==> config.mk <==
export PLATFORM = sky130hd
export DESIGN_NAME = reset_source_ctrl
export DESIGN_NICKNAME = d
export VERILOG_FILES = /design/src/rtl/reset_ctrl_pkg.sv /design/src/rtl/reset_debounce.sv /design/src/rtl/reset_source_ctrl.sv
export SDC_FILE = /design/constraint.sdc
export NUM_CORES = 1
export LEC_CHECK = 0
export CORE_ASPECT_RATIO = 1.2
export CORE_MARGIN = 2
export CORE_UTILIZATION = 40
export CTS_CLUSTER_DIAMETER = 200
export DETAILED_ROUTE_END_ITERATION = 8
export GPL_TIMING_DRIVEN = 0
export PLACE_DENSITY = 0.56
export REMOVE_ABC_BUFFERS = 1
export SLEW_MARGIN = 30
export SYNTH_ARGS = -nofsm -noshare
export SYNTH_HDL_FRONTEND = slang
export SYNTH_SLANG_ARGS = --single-unit
==> constraint.sdc <==
create_clock -name sys_clk -period 4.4 [get_ports sys_clk]
set_clock_uncertainty 0.15 [all_clocks]
set_input_delay 0.66 -clock sys_clk [delete_from_list [all_inputs] [get_ports sys_clk]]
set_output_delay 0.66 -clock sys_clk [all_outputs]
set_load 0.01 [all_outputs]
==> src/rtl/reset_ctrl_pkg.sv <==
// Shared types for the reset-source front end:
// FSM states and cause-bit layout.
package reset_ctrl_pkg;

  typedef enum logic [1:0] {
    ARMED,
    TRIGGER,
    WAIT_BUSY,
    WAIT_DONE
  } rst_state_e;

  localparam int CAUSE_BTN = 0;
  localparam int CAUSE_WDT = 1;
  localparam int CAUSE_SW  = 2;
  localparam int CAUSE_W   = 3;

  function automatic logic [CAUSE_W-1:0] cause_mask(
    input logic btn,
    input logic wdt,
    input logic sw
  );
    logic [CAUSE_W-1:0] m;
    m            = '0;
    m[CAUSE_BTN] = btn;
    m[CAUSE_WDT] = wdt;
    m[CAUSE_SW]  = sw;
    return m;
  endfunction

endpackage

==> src/rtl/reset_debounce.sv <==
// Push-button synchroniser and debounce counter;
// emits a single press event per held press.
module reset_debounce #(
  parameter int DEBOUNCECYCLES = 50000
) (
  input  logic sys_clk,
  input  logic async_rst_n,
  input  logic clk_en,
  input  logic button_n,
  output logic press_evt
);

  localparam int CW = $clog2(DEBOUNCECYCLES + 1);
  localparam logic [CW-1:0] CNT_MAX = CW'(DEBOUNCECYCLES);
  localparam logic [CW-1:0] CNT_ARM = CW'(DEBOUNCECYCLES - 1);

  logic [1:0]    sync_q;
  logic [CW-1:0] cnt_q;
  logic          btn_low;

  assign btn_low = ~sync_q[1];

  always_ff @(posedge sys_clk or negedge async_rst_n) begin
    if (!async_rst_n) begin
      sync_q <= 2'b11;
      cnt_q  <= '0;
    end else if (clk_en) begin
      sync_q <= {sync_q[0], button_n};
      if (!btn_low) begin
        cnt_q <= '0;
      end else if (cnt_q != CNT_MAX) begin
        cnt_q <= cnt_q + 1'b1;
      end
    end
  end

  // Fires only on the step into saturation, so a held
  // button cannot retrigger until it is released.
  assign press_evt = btn_low && (cnt_q == CNT_ARM);

endmodule

==> src/rtl/reset_source_ctrl.sv <==
// Reset-source front end: button/watchdog/software -> one trigger.
// Define RESET_CAUSE_LOG_EN for a sticky cause log that survives reset.
module reset_source_ctrl
  import reset_ctrl_pkg::*;
#(
  parameter int DEBOUNCECYCLES    = 50000,
  parameter int WDTCYCLES         = 2500000,
  parameter int BUSYTIMEOUTCYCLES = 4096
) (
  input  logic         sys_clk,
  input  logic         async_rst_n,
  input  logic         clk_en,
  input  logic         button_n,
  input  logic         wdt_en,
  input  logic         wdt_kick,
  input  logic         sw_rst_req,
  input  logic         rst_busy,
  input  logic         cause_clr,
  output logic         sync_rst_trigger,
  output logic [2:0]   rst_cause,
  output logic         lockout,
  output logic         busy_timeout
);

  localparam int WW = $clog2(WDTCYCLES + 1);
  localparam int BW = $clog2(BUSYTIMEOUTCYCLES + 1);
  localparam logic [WW-1:0] WDT_LAST  = WW'(WDTCYCLES - 1);
  localparam logic [BW-1:0] BUSY_LAST = BW'(BUSYTIMEOUTCYCLES - 1);

  rst_state_e   state_q;
  rst_state_e   state_d;
  logic         btn_evt;
  logic         wdt_evt_q;
  logic         sw_q;
  logic         sw_q2;
  logic         sw_evt;
  logic [WW-1:0] wdt_cnt_q;
  logic [BW-1:0] busy_cnt_q;
  logic [2:0]   evt_mask;
  logic [2:0]   cause_d;
  logic         req;
  logic         armed;
  logic         load;
  logic         timeout_hit;
  logic         busy_to_q;

  reset_debounce #(
    .DEBOUNCECYCLES(DEBOUNCECYCLES)
  ) u_debounce (
    .sys_clk    (sys_clk),
    .async_rst_n(async_rst_n),
    .clk_en     (clk_en),
    .button_n   (button_n),
    .press_evt  (btn_evt)
  );

  assign armed       = (state_q == ARMED);
  assign sw_evt      = sw_q & ~sw_q2;
  assign evt_mask    = cause_mask(btn_evt, wdt_evt_q, sw_evt);
  assign req         = |evt_mask;
  assign load        = armed & req;
  assign timeout_hit = (state_q == WAIT_BUSY) & ~rst_busy
                     & (busy_cnt_q == BUSY_LAST);

  // Watchdog sits at zero whenever a reset is in flight.
  always_ff @(posedge sys_clk or negedge async_rst_n) begin
    if (!async_rst_n) begin
      sw_q      <= 1'b0;
      sw_q2     <= 1'b0;
      wdt_cnt_q <= '0;
      wdt_evt_q <= 1'b0;
    end else if (clk_en) begin
      sw_q      <= sw_rst_req;
      sw_q2     <= sw_q;
      wdt_evt_q <= 1'b0;
      if (!wdt_en || wdt_kick || !armed) begin
        wdt_cnt_q <= '0;
      end else if (wdt_cnt_q == WDT_LAST) begin
        wdt_cnt_q <= '0;
        wdt_evt_q <= 1'b1;
      end else begin
        wdt_cnt_q <= wdt_cnt_q + 1'b1;
      end
    end
  end

  always_ff @(posedge sys_clk or negedge async_rst_n) begin
    if (!async_rst_n) begin
      busy_cnt_q <= '0;
      busy_to_q  <= 1'b0;
    end else if (clk_en) begin
      if ((state_q == WAIT_BUSY) && !rst_busy) begin
        busy_cnt_q <= busy_cnt_q + 1'b1;
      end else begin
        busy_cnt_q <= '0;
      end
      if (timeout_hit) begin
        busy_to_q <= 1'b1;
      end else if (cause_clr) begin
        busy_to_q <= 1'b0;
      end
    end
  end

  always_ff @(posedge sys_clk or negedge async_rst_n) begin
    if (!async_rst_n) begin
      state_q <= ARMED;
    end else if (clk_en) begin
      state_q <= state_d;
    end
  end

  always_comb begin
    state_d = state_q;
    unique case (state_q)
      ARMED:     if (req) state_d = TRIGGER;
      TRIGGER:   state_d = WAIT_BUSY;
      WAIT_BUSY: begin
        if (rst_busy) begin
          state_d = WAIT_DONE;
        end else if (timeout_hit) begin
          state_d = ARMED;
        end
      end
      WAIT_DONE: if (!rst_busy) state_d = ARMED;
      default:   state_d = ARMED;
    endcase
  end

  always_comb begin
    sync_rst_trigger = (state_q == TRIGGER);
    lockout          = !armed;
  end

`ifdef RESET_CAUSE_LOG_EN
  logic [2:0] cause_q = '0;

  always_comb begin
    cause_d = cause_q;
    unique case (1'b1)
      load:                cause_d = cause_q | evt_mask;
      (cause_clr & ~load): cause_d = '0;
      default:             cause_d = cause_q;
    endcase
  end

  // Deliberately outside async_rst_n so the cause of a reset
  // is still readable after that reset completes.
  always_ff @(posedge sys_clk) begin
    if (clk_en) begin
      cause_q <= cause_d;
    end
  end
`else
  logic [2:0] cause_q;

  always_comb begin
    cause_d = cause_q;
    unique case (1'b1)
      load:                cause_d = evt_mask;
      (cause_clr & ~load): cause_d = '0;
      default:             cause_d = cause_q;
    endcase
  end

  always_ff @(posedge sys_clk or negedge async_rst_n) begin
    if (!async_rst_n) begin
      cause_q <= '0;
    end else if (clk_en) begin
      cause_q <= cause_d;
    end
  end
`endif

  assign rst_cause    = cause_q;
  assign busy_timeout = busy_to_q;

endmodule
After elaboration in Yosys (flattened, before gate mapping)

Index checks and enable logic that the tools add are counted.

Input bits: 9
Output and inout port bits: 6
Bits in registers: 62

Multiplexer cells: 15
Bitwise logic cells: 9
Add/subtract/negate cells: 3
Reductions and logical operators: 16
Equal/unequal tests: 10

Operators with widths:

| operator              | count |
|---|---|
| $mux 22               | 2 |
| $mux 16               | 2 |
| $add 22x1->22 const B | 1 |
| $eq 22x22->1 const B  | 1 |
| $add 16x1->16 const B | 1 |
| $eq 16x16->1 const B  | 1 |
| $ne 16x16->1 const B  | 1 |
| $add 13x1->13 const B | 1 |
| $eq 13x12->1 const B  | 1 |
| $mux 13               | 1 |
| $mux 2                | 4 |
| $pmux 2 s4            | 1 |
| $pmux 3 s2            | 1 |
| $reduce_and 2->1      | 3 |
| $reduce_bool 2->1     | 3 |
| $and 1x1->1           | 5 |
| $eq 2x2->1 const B    | 2 |
| $mux 1                | 4 |
| $ne 2x2->1 const B    | 2 |
| $not 1->1             | 4 |
| $reduce_and 4->1      | 1 |
| $logic_not 1->1       | 3 |
| $ne 3x3->1 const B    | 1 |
| $reduce_or 3->1       | 1 |
| 4 further kinds       | 6 |

Longest topological paths before layout

Depth after elaboration: 8
Depth in mapped cells: 9

Modules after synthesis

Synthesis repeated with hierarchy kept, for this count alone.

Cells, all modules: 383
Area total of the unflattened synthesis: 3590.9 um2

By module, submodules not included:

| module            | times used | cells an instance | area an instance (um2) |
|---|---|---|---|
| reset_source_ctrl | 1          | 257               | 2441.1 |
| reset_debounce    | 1          | 126               | 1149.9 |

Least setup slack after synthesis

Ideal clock, no wire load.

Path kind: reg-to-reg
From: reg u_debounce.cnt_q[5]
To: reg u_debounce.cnt_q[10]
Path slack: 2.172 ns
Stages on the path, launching flop included: 8
Buffers on the path: 2
Library setup time: 0.128 ns
Arrival: 1.950 ns
Path through: dfrtp_1 > or4b_1 > or4_4 > o21ai_4 > or2_1 > buf_6 > buf_8 > o31ai_1

Cells in the longest elaborated chain, start to end: 3
Elaborated cells between the ends (all ways): 6

Ends and longest elaborated chain:

| what                                          | RTL line                                   | text |
|---|---|---|
| start, declared                               | reset_debounce.sv:18                       | `logic [CW-1:0] cnt_q;` |
| start signal, assigned                        | reset_debounce.sv:32                       | `cnt_q <= cnt_q + 1'b1;` |
| $add 16x1->16 or $ne 16x16->1 (tied branches) | reset_debounce.sv:32, reset_debounce.sv:31 |  |
| $mux 16 or $reduce_bool 2->1 (tied branches)  | --                                         |  |
| $mux 16 or $reduce_and 2->1 (tied branches)   | --                                         |  |

Parallel ways exist; a longest one is shown, timed or not. The select of a mux whose other input is x is not followed.
A chain may end at the register's enable or synchronous reset.

Final worst setup path

From: reg u_debounce.cnt_q[5]
To: reg u_debounce.cnt_q[9]

The elaborated chain is that of the path after synthesis.

==> results.sh <==
export IMPL_power_frac_clock_pct=41.7
export IMPL_wirelength_mm=6.68
export IMPL_switching_share_pct=26.8
export IMPL_io_buffers=14
export IMPL_cts_sinks=62
export IMPL_synth_edf_count=0
export IMPL_ctsResizeCount=0
export IMPL_grt_max_degree=49
export IMPL_synth_yosys_warnings=0
export IMPL_first_pass_iters=6
export IMPL_hold_path_class="primary input to async pin"
export IMPL_grt_pass1_wl_mm=11.8
export IMPL_syn_inst=343
export IMPL_viasPerCell=5.68
export IMPL_drive_gt1_share_pct=8.64
export IMPL_drt_initial_drc_count=120
export IMPL_cts_tree="built"
export IMPL_maxUsedRoutingLayer="met4"
export IMPL_finalHoldViolCount=0
export IMPL_core_mm2=0.00775
export IMPL_pwr_share_seq_pct=47.0
export IMPL_fin_hold_ws_ps=29.6
export IMPL_final_core_util_pct=47.0
export IMPL_nNetsFinal=367
export IMPL_comb_power_share_pct=11.3
export IMPL_yosysSeqAreaShare_pct=48.3
export IMPL_synthToLayoutAreaGrowth_pct=13.2
export IMPL_antenna_found_initial=0
export IMPL_vias=2560
export IMPL_p_int_w=0.000983
export IMPL_dieArea_mm2=0.00878
export IMPL_peakVddDrop_uv=167
export IMPL_rrSetupSlack_ps=1600
export IMPL_violations="DRC"
export IMPL_syn_area_mm2=0.00322
export IMPL_dp_slack_ps=1520
export IMPL_clockBufferDepth=2
export IMPL_die_x_um=85.9
export IMPL_cp_data_arrival_time_ps=2840
export IMPL_antenna_left=0
export IMPL_routed_wl_met2_mm=3.14
export IMPL_p_leak_nw=1.49
export IMPL_num_rows=35
export IMPL_worstPathRequired_ps=4450
export IMPL_p_sw_w=0.000360
export IMPL_gp_congestion=0.771
export IMPL_drc=1
export IMPL_ctsHoldBuffers=0
export IMPL_crit_fanout=17
export IMPL_criticalPathCategory="register to register"
export IMPL_postCtsSetupBuffers=0
export IMPL_overflow=0
export IMPL_synth_seq_cells=62
export IMPL_setup_violations=0
export IMPL_drv_slew=0
export IMPL_grt_total_usage_pct=17.0
export IMPL_status="finished with violations"
export IMPL_r2r_cells=5
export IMPL_start_util_pct=41.5
export IMPL_clock_latency_ps=340
export IMPL_num_fill_cells=747
export IMPL_rsz0062_at_grt="no"
export IMPL_synth_distinct_cells=47
export IMPL_fin_ws_ps=1600
export IMPL_dpl_hpwl_mm=4.57
export IMPL_endpoint_kind="register"
export IMPL_reg2reg_from="u_debounce.cnt_q[5]"
export IMPL_finalSetupTns_ps=0
export IMPL_p_per_area_mw_per_mm2=369
export IMPL_wire_per_inst_um=14.8
export IMPL_wl_met3_um=183
export IMPL_start_kind="register"
export IMPL_routedLengthMet1_mm=3.22
export IMPL_max_clock_freq_ghz=0.358
export IMPL_rr_endpoint="u_debounce.cnt_q[9]"
export IMPL_h_tree_depth=3
export IMPL_die_h_um=102
export IMPL_grt_pass1_vias=2582
export IMPL_post_route_min_period_ps=2800
export IMPL_maxSlewHeadroom_pct=44.5
export IMPL_synth_area_per_cell_um2=9.39
export IMPL_diodes=0
export IMPL_num_io_pins=15
export IMPL_cts_buffers=9
export IMPL_ys_async_sr_fraction_pct=100
export IMPL_drv_cap=0
export IMPL_post_route_period_util_pct=63.5
export IMPL_synth_ff_type="dfrtp_1"
export IMPL_path_clk_slew_ps=80
export IMPL_tightest_slew_ps=825
export IMPL_root_buffer="clkbuf_8"
[flip-flops by register name, summed over array words and instances (netlist names), 2 cells and up]
signal,flops
rst_cause,3
u_debounce.sync_q,2
u_debounce.cnt_q,16
state_q,2
busy_cnt_q,13
wdt_cnt_q,22
[layout by cell type, fill, tap and decap left out, drive strengths merged, types with 8 or more instances in the layout]
cell,count
dfrtp,60
a21oi,12
nand4,13
inv,8
clkbuf,9
and3,11
o21ai,33
nand3,25
nand2,30
nor2,33
clkdlybuf4s50,12
xor2,15
o31ai,9
[worst max-delay path, stage by stage, from the launching register on]
cell,delay [ps]
dfrtp_1,440
or4b_1,590
or4_4,450
o21ai_4,370
or2_1,510
o31ai_1,150
[synthesized netlist by cell type (all sizes together) (2+ instances only)]
cell type	count	area share, %
xor2	15	4.1
nor3b	3	0.70
o31ai	9	2.1
nand4	13	2.5
mux2	4	1.4
inv	8	0.93
xnor2	5	1.4
a21oi	12	1.9
ha	4	1.6
nor2b	5	0.97
nor4	4	0.78
nand2b	7	1.4
o41ai	2	0.54
and2	3	0.58
and4	5	1.4
nor2	33	3.8
or3	4	0.78
a32o	2	0.62
nor3	3	0.47
nor4b	2	0.54
mux2i	2	0.62
dfrtp	60	47
nand4b	2	0.54
a31oi	6	1.2
buf	3	0.97
clkbuf	12	1.4
or2	3	0.58
dfstp	2	1.6
and3	11	2.1
nand3	25	3.9
o21ai	33	5.5
nand3b	2	0.47
nand2	30	3.5
[cells by family after synthesis]
kind of cell	count (synthesis)	synth area share, %
adders and majority gates	4	1.55
xor gates and xnor gates	20	5.44
muxes	6	2.02
DFF	62	48.3
and+or+nand+nor	159	26.3
buffers and inverters	23	3.30
AOI/OAI and AO/OA	69	13.1
[worst max-delay path by stage]
stage,from,endpoint,slack (ps),cells past startpoint
floorplan,u_debounce.cnt_q[5],u_debounce.cnt_q[10],2030,5
global placement,async_rst_n,busy_cnt_q[11],360,1
detailed placement,clk_en,wdt_cnt_q[18],1520,6
CTS,u_debounce.cnt_q[5],u_debounce.cnt_q[10],1600,5
global route,u_debounce.cnt_q[5],u_debounce.cnt_q[11],1460,5
finish,u_debounce.cnt_q[5],u_debounce.cnt_q[9],1600,5
[layer usage]
layer / track usage [%] / up-vias
met5: 0 / -
li1: - / 1260
met1: 21.8 / 1254
met4: 10.0 / 0
met3: 2.67 / 12
met2: 27.1 / 34
[per-stage QoR]
step | cells | total power (W) | cell area (um2)
5_1_grt | 451 | 0.00141 | 3640
4_1_cts | 451 | 0.00136 | 3640
3_3_place_gp | 434 | 0.000792 | 3400
2_1_floorplan | 328 | 0.000721 | 3140
3_5_place_dp | 435 | 0.000797 | 3420
6_report | 451 | 0.00134 | 3640
[cell type report]
type,instances,area [um2],share of cell area (%)
tap,92,115,3.16
inverter,8,30.0,0.824
clock inverter,7,98.8,2.71
sequential,62,1550,42.7
multi-input combinational,258,1560,42.9
clock buffer,9,124,3.40
timing repair buffer,15,160,4.40
[power by group through the flow]
stage,Combinational [W],Sequential [W],Clock [W]
3_3_place_gp,0.000151,0.000642,0
6_report,0.000152,0.000631,0.000560
3_5_place_dp,0.000155,0.000642,0
4_1_cts,0.000156,0.000631,0.000576
5_1_grt,0.000175,0.000638,0.000601
2_1_floorplan,0.0000872,0.000634,0
Note: power is estimated with default switching activity, not from simulation.
